## src/rtl/acl2_pkg.sv

```systemverilog
// acl2_pkg: shared command encodings, FSM states and axis selector for the ACL2 sequencer
package acl2_pkg;
  localparam logic [3:0] OP_NONE  = 4'b0000;
  localparam logic [3:0] OP_X     = 4'b0001;
  localparam logic [3:0] OP_Y     = 4'b0010;
  localparam logic [3:0] OP_Z     = 4'b0100;
  localparam logic [3:0] OP_SETUP = 4'b1000;
  typedef enum logic [2:0] {S_IDLE, S_SETUP, S_ISSUE, S_HOLD, S_CAPTURE, S_GAP, S_WAIT_PERIOD} state_t;
  typedef enum logic [1:0] {AX_X, AX_Y, AX_Z, AX_DONE} axis_t;
  function automatic logic [3:0] op_of(input state_t s, input axis_t a);
    return s == S_SETUP ? OP_SETUP : s != S_ISSUE ? OP_NONE :
           a == AX_X ? OP_X : a == AX_Y ? OP_Y : a == AX_Z ? OP_Z : OP_NONE;
  endfunction
endpackage

```

## src/rtl/acl2_cycle_counter.sv

```systemverilog
// acl2_cycle_counter: up counter with clear, load and terminal-count flag
module acl2_cycle_counter #(
  parameter int W = 8
) (
  input  logic         clk,
  input  logic         rst_n,
  input  logic         clear,
  input  logic         load,
  input  logic         en,
  input  logic [W-1:0] value,
  input  logic [W-1:0] last,
  output logic         tc
);
  logic [W-1:0] count;
  assign tc = count == last;
  // clear wins over load, load wins over increment
  always_ff @(posedge clk or negedge rst_n)
    if (!rst_n) count <= '0;
    else if (clear) count <= '0;
    else if (load) count <= value;
    else if (en) count <= count + 1'b1;
endmodule

```

## src/rtl/acl2_sample_sequencer.sv

```systemverilog
// acl2_sample_sequencer: periodic X/Y/Z single-byte reads through an SPI controller
module acl2_sample_sequencer
  import acl2_pkg::*;
#(
  parameter int GAP_CYCLES     = 2443,
  parameter int PERIOD_CYCLES  = 1250000,
  parameter int TIMEOUT_CYCLES = 1048576
) (
  input  logic       CLK,
  input  logic       RESET_N,
  input  logic       START,
  input  logic       DONE_SETUP,
  input  logic       SPI_CS,
  input  logic [7:0] SPI_DATA,
  output logic [3:0] OPERATION,
  output logic [7:0] X_DATA,
  output logic [7:0] Y_DATA,
  output logic [7:0] Z_DATA,
  output logic       SAMPLE_VALID,
  output logic       BUSY,
  output logic       ERROR
);
  localparam int GW = $clog2(GAP_CYCLES + 1);
  localparam int PW = $clog2(PERIOD_CYCLES + 1);
  localparam int TW = $clog2(TIMEOUT_CYCLES + 1);
  state_t state, state_n;
  axis_t axis, axis_n;
  logic stop, stop_n, cs_q, cap, err_set, p_clr, g_tc, p_tc, t_tc;
  logic [7:0] x_sh, y_sh;
  assign BUSY = state != S_IDLE;
  assign p_clr = state_n == S_ISSUE && state != S_ISSUE && axis_n == AX_X;
  acl2_cycle_counter #(.W(GW)) u_gap (
    .clk(CLK), .rst_n(RESET_N), .clear(state != S_GAP), .load(1'b0), .en(state == S_GAP),
    .value('0), .last(GW'(GAP_CYCLES - 1)), .tc(g_tc)
  );
  // saturates at the terminal count, so an overrun period stays flagged until cleared
  acl2_cycle_counter #(.W(PW)) u_period (
    .clk(CLK), .rst_n(RESET_N), .clear(p_clr), .load(1'b0), .en(!p_tc),
    .value('0), .last(PW'(PERIOD_CYCLES - 1)), .tc(p_tc)
  );
  acl2_cycle_counter #(.W(TW)) u_timeout (
    .clk(CLK), .rst_n(RESET_N), .clear(state != S_ISSUE), .load(1'b0), .en(state == S_ISSUE),
    .value('0), .last(TW'(TIMEOUT_CYCLES - 1)), .tc(t_tc)
  );
  // next-state, axis sequencing and per-cycle strobes
  always_comb begin
    state_n = state;
    axis_n = axis;
    stop_n = stop;
    cap = 1'b0;
    err_set = 1'b0;
    case (state)
      S_IDLE: begin
        axis_n = AX_X;
        stop_n = 1'b0;
        if (START) state_n = DONE_SETUP ? S_ISSUE : S_SETUP;
      end
      S_SETUP: if (DONE_SETUP) begin
        state_n = START ? S_GAP : S_IDLE;
        axis_n = AX_X;
      end
      S_ISSUE:
        if (!SPI_CS) state_n = S_HOLD;
        else if (!START) state_n = S_IDLE;
        else if (t_tc) begin
          state_n = S_GAP;
          err_set = 1'b1;
        end
      S_HOLD: begin
        if (!START) stop_n = 1'b1;
        if (SPI_CS && !cs_q) state_n = S_CAPTURE;
      end
      S_CAPTURE: begin
        cap = 1'b1;
        axis_n = axis_t'(axis + 2'd1);
        state_n = (stop || !START) ? S_IDLE : S_GAP;
      end
      S_GAP:
        if (!START) state_n = S_IDLE;
        else if (g_tc) state_n = axis == AX_DONE ? S_WAIT_PERIOD : S_ISSUE;
      S_WAIT_PERIOD:
        if (!START) state_n = S_IDLE;
        else if (p_tc) begin
          state_n = S_ISSUE;
          axis_n = AX_X;
        end
      default: state_n = S_IDLE;
    endcase
  end
  // control state and the registered command
  always_ff @(posedge CLK or negedge RESET_N)
    if (!RESET_N) begin
      state <= S_IDLE;
      axis <= AX_X;
      stop <= 1'b0;
      cs_q <= 1'b1;
      OPERATION <= OP_NONE;
      ERROR <= 1'b0;
    end else begin
      state <= state_n;
      axis <= axis_n;
      stop <= stop_n;
      cs_q <= SPI_CS;
      OPERATION <= op_of(state_n, axis_n);
      ERROR <= ERROR | err_set;
    end
  // shadows collect X and Y; the Z capture publishes all three at once
  always_ff @(posedge CLK or negedge RESET_N)
    if (!RESET_N) begin
      x_sh <= '0;
      y_sh <= '0;
      X_DATA <= '0;
      Y_DATA <= '0;
      Z_DATA <= '0;
      SAMPLE_VALID <= 1'b0;
    end else begin
      x_sh <= state == S_IDLE ? '0 : cap && axis == AX_X ? SPI_DATA : x_sh;
      y_sh <= state == S_IDLE ? '0 : cap && axis == AX_Y ? SPI_DATA : y_sh;
      SAMPLE_VALID <= cap && axis == AX_Z;
      if (cap && axis == AX_Z) begin
        X_DATA <= x_sh;
        Y_DATA <= y_sh;
        Z_DATA <= SPI_DATA;
      end
    end
endmodule

```

## config.mk

```make
export PLATFORM = sky130hd
export DESIGN_NAME = acl2_sample_sequencer
export DESIGN_NICKNAME = d
export VERILOG_FILES = /design/src/rtl/acl2_pkg.sv /design/src/rtl/acl2_cycle_counter.sv /design/src/rtl/acl2_sample_sequencer.sv
export SDC_FILE = /design/constraint.sdc
export NUM_CORES = 1
export LEC_CHECK = 0
export ABC_AREA = 1
export CAP_MARGIN = 10
export CORE_ASPECT_RATIO = 1.25
export CORE_UTILIZATION = 40
export DETAILED_ROUTE_END_ITERATION = 10
export SLEW_MARGIN = 15
export SYNTH_ARGS = -nofsm -noshare
export SYNTH_HDL_FRONTEND = slang
export SYNTH_SLANG_ARGS = --single-unit
export TNS_END_PERCENT = 1
```

## constraint.sdc

```tcl
create_clock -name CLK -period 4.2 [get_ports CLK]
set_input_delay 0.84 -clock CLK [delete_from_list [all_inputs] [get_ports CLK]]
set_output_delay 0.84 -clock CLK [all_outputs]
set_load 0.05 [all_outputs]
```

==> impl_metrics.json <==
{
  "synthesis.nets": 600,
  "cellPowerDensity_nw_per_um2": 570.4,
  "tightest_slew_ns": 1.108,
  "hold_path_class": "flip-flop to flip-flop",
  "synth.largest_area_cell": "dfrtp_1",
  "ctsRootBufferMaster": "clkbuf_16",
  "fmax_mhz": 335.7,
  "netlist_area_um2": 4940,
  "p_leak_nw": 2.732,
  "setup.worst_path.start": "state[2]",
  "crit_type": "flip-flop to output pin",
  "diodes": 0,
  "yosys_warnings": 0,
  "start_util_pct": 40.81,
  "ys.flop_type": "dfrtp_1",
  "seq_area_frac_synth_pct": 54.23,
  "synthCells": 579,
  "hold_buffers": 0,
  "wl_per_cell_um": 12.53,
  "cp_max_fo": 12,
  "dp_hpwl_mm": 6.887,
  "grt_pass1_vias": 3761,
  "postCtsSetupBuffers": 0,
  "slew-limit-headroom_pct": 25.66,
  "min_period_ns": 2.978,
  "htree_num_levels": 3,
  "finalSetupViolations": 0,
  "final_area_um2": 5876,
  "grt_usage_pct": 17.21,
  "boundaryPins": 44,
  "cts_tree": "done",
  "r2r_start": "state[1]",
  "async_reset_ff_share_pct": 100.0,
  "hp-start": "u_timeout.count[0]",
  "cp-end-kind": "output pin",
  "grt.overflow.total": 0,
  "yosys_register_bits": 107,
  "ys_top_cells_by_count": "160 x nand2_1, 106 x dfrtp_1, 74 x nor2_1, 45 x inv_1, 31 x o21ai_0",
  "synth_edf_count": 0,
  "gp_congestion": 0.8562,
  "grt_pass1_wl_mm": 17.46,
  "grt_max_degree": 68,
  "max-vdd-ir-drop_v": 0.0002681,
  "clk_transition_reported_paths_ns": 0.07,
  "gr-usage-met1_pct": 22.96,
  "status": "finished clean",
  "slew_viol_final": 0,
  "cts_buffers": 9,
  "fin_nets": 645,
  "yosysUniqueCellTypes": 34,
  "synth_area_per_cell_um2": 8.531,
  "coreArea_um2": 12110,
  "fp.dieArea_um2": 12800,
  "synth_top_area_share_pct": 53.70,
  "rrSetupSlack_ns": 1.71,
  "finClkSkew_ns": 0.008787,
  "startpoint_type": "flip-flop",
  "die_y_um": 126.2,
  "detail-route-antenna-nets": 0,
  "use_met2_pct": 28.69,
  "crit_required_ns": 3.36,
  "wl_mm": 9.923,
  "clk_latency_ns": 0.34,
  "synthToLayoutAreaGrowth_pct": 18.95,
  "port_buffers": 43,
  "yosysMostFrequentCell": "nand2_1",
  "layout-drive-gt1-share_pct": 7.484,
  "via_per_inst": 4.848,
  "fin_crit_sh_pct": 70.92,
  "busiest_layer": "met2",
  "cts.repair.resized": 0,
  "cap_violations": 0,
  "antenna_found_initial": 0,
  "r2r-end": "u_period.count[17]",
  "fin_util_pct": 48.54,
  "drt-initial-drc-count": 223,
  "cp.arrival_ns": 2.14,
  "cts_max_path_buffers": 2,
  "drc": 0,
  "die_width_um": 101.4,
  "dr.pass1.iters": 4,
  "met3_usage_pct": 2.830,
  "cts.sinks": 107,
  "endpoint": "BUSY",
  "ys_top_cells_by_area": "dfrtp_1 54%, nand2_1 12%, nor2_1 5.6%",
  "setup_tns_ns": 0,
  "placed_area_um2": 5532,
  "rows": 45,
  "fillerInstances": 1180,
  "final_hold_viol_count": 0,
  "r2r_cells": 9,
  "num_vias": 3840,
  "rsz0062_at_grt": "no"
}
-- placed cells by master, fill, tap and decap left out --
cell             count
a211oi_1             3
a21oi_1             18
a221oi_1             1
a31o_2               1
a31oi_1              3
and3_1               3
buf_4                4
bufinv_16            3
clkbuf_16            9
clkdlybuf4s50_1     42
dfrtp_1            106
dfstp_2              1
ha_1                 8
inv_1               45
inv_2                3
inv_6                2
inv_8                1
mux2_2               1
nand2_1            160
nand2_2              2
nand3_1             28
nand3_2              2
nand3_4              1
nand4_1              6
nor2_1              74
nor2_2              15
nor2_4               1
nor3_1              23
nor3b_1              4
o211a_1              1
o21a_1               1
o21ai_0             31
o21ai_1              3
o21bai_1             1
o21bai_2             1
xnor2_1              9
xor2_1              11
-- routing by layer --
layer  wire (µm)  vias up
met4         118        0
met2        4811       60
met1        4725     1822
met3         267        9
met5           0        -
li1            -     1949
-- worst max-delay path: stages (launching register included) --
cell and delay [ns]:
dfrtp_1 0.48, inv_1 0.17, nand2_1 0.10, buf_4 0.22, clkdlybuf4s50_1 0.83
-- worst min-delay path by stage --
stage	end	slack [ns]	depth (start not counted)
2_1_floorplan	u_timeout.count[0]	0.43	1
6_report	u_timeout.count[0]	0.47	1
3_3_place_gp	X_DATA[0]	0.45	2
4_1_cts	u_timeout.count[0]	0.47	1
3_5_place_dp	X_DATA[1]	0.46	2
5_1_grt	X_DATA[4]	0.50	2
-- logic make-up (layout without fill, tap and decap cells) --
kind of cell	count (synthesis)	after routing	share of synthesized area, %
xor gates and xnor gates	20	20	3.546
buffers and inverters	60	109	4.939
adders and majority gates	8	8	2.026
and+or+nand+nor	319	319	27.84
DFF	107	107	54.23
AOI/OAI and AO/OA	64	64	7.194
muxes	1	1	0.2279
-- power by group --
part / total, W / leakage [nW] / switching [W] / internal, W
registers: 0.00135 / 1.41 / 0.000136 / 0.00121
logic: 0.00103 / 1.15 / 0.000709 / 0.000326
clock network: 0.000967 / 0.168 / 0.000379 / 0.000588
total: 0.00335 / 2.73 / 0.00122 / 0.00213
-- flip-flops by register name, summed over array words and instances (netlist names) --
name             cells
x_sh                 8
Y_DATA               8
X_DATA               8
stop                 1
u_gap.count         12
Z_DATA               8
state                3
u_period.count      21
y_sh                 8
SAMPLE_VALID         1
u_timeout.count     21
ERROR                1
cs_q                 1
axis                 2
OPERATION            4
-- metrics by stage --
step / hold WS [ns] / power, W / setup slack [ns] / std cells
floorplan: 0.4329 / 0.002107 / 2.123 / 579
global placement: 0.4511 / 0.002390 / 1.241 / 777
detailed placement: 0.4580 / 0.002410 / 1.145 / 777
CTS: 0.4695 / 0.003393 / 1.194 / 792
global route: 0.4968 / 0.003565 / 1.083 / 792
finish: 0.4673 / 0.003352 / 1.222 / 792
-- cell type report --
| cell class | instances | area [µm²] | area share (%) |
|---|---|---|---|
| repair buffers | 46 | 450.4 | 7.666 |
| inverters | 48 | 180.2 | 3.066 |
| clock buffers | 9 | 225.2 | 3.833 |
| multi-input cells | 412 | 2017 | 34.33 |
| flip-flops and latches | 107 | 2679 | 45.59 |
| well taps | 164 | 205.2 | 3.492 |
| clock inverters | 6 | 118.9 | 2.023 |
(Power assumes the default switching activity.)
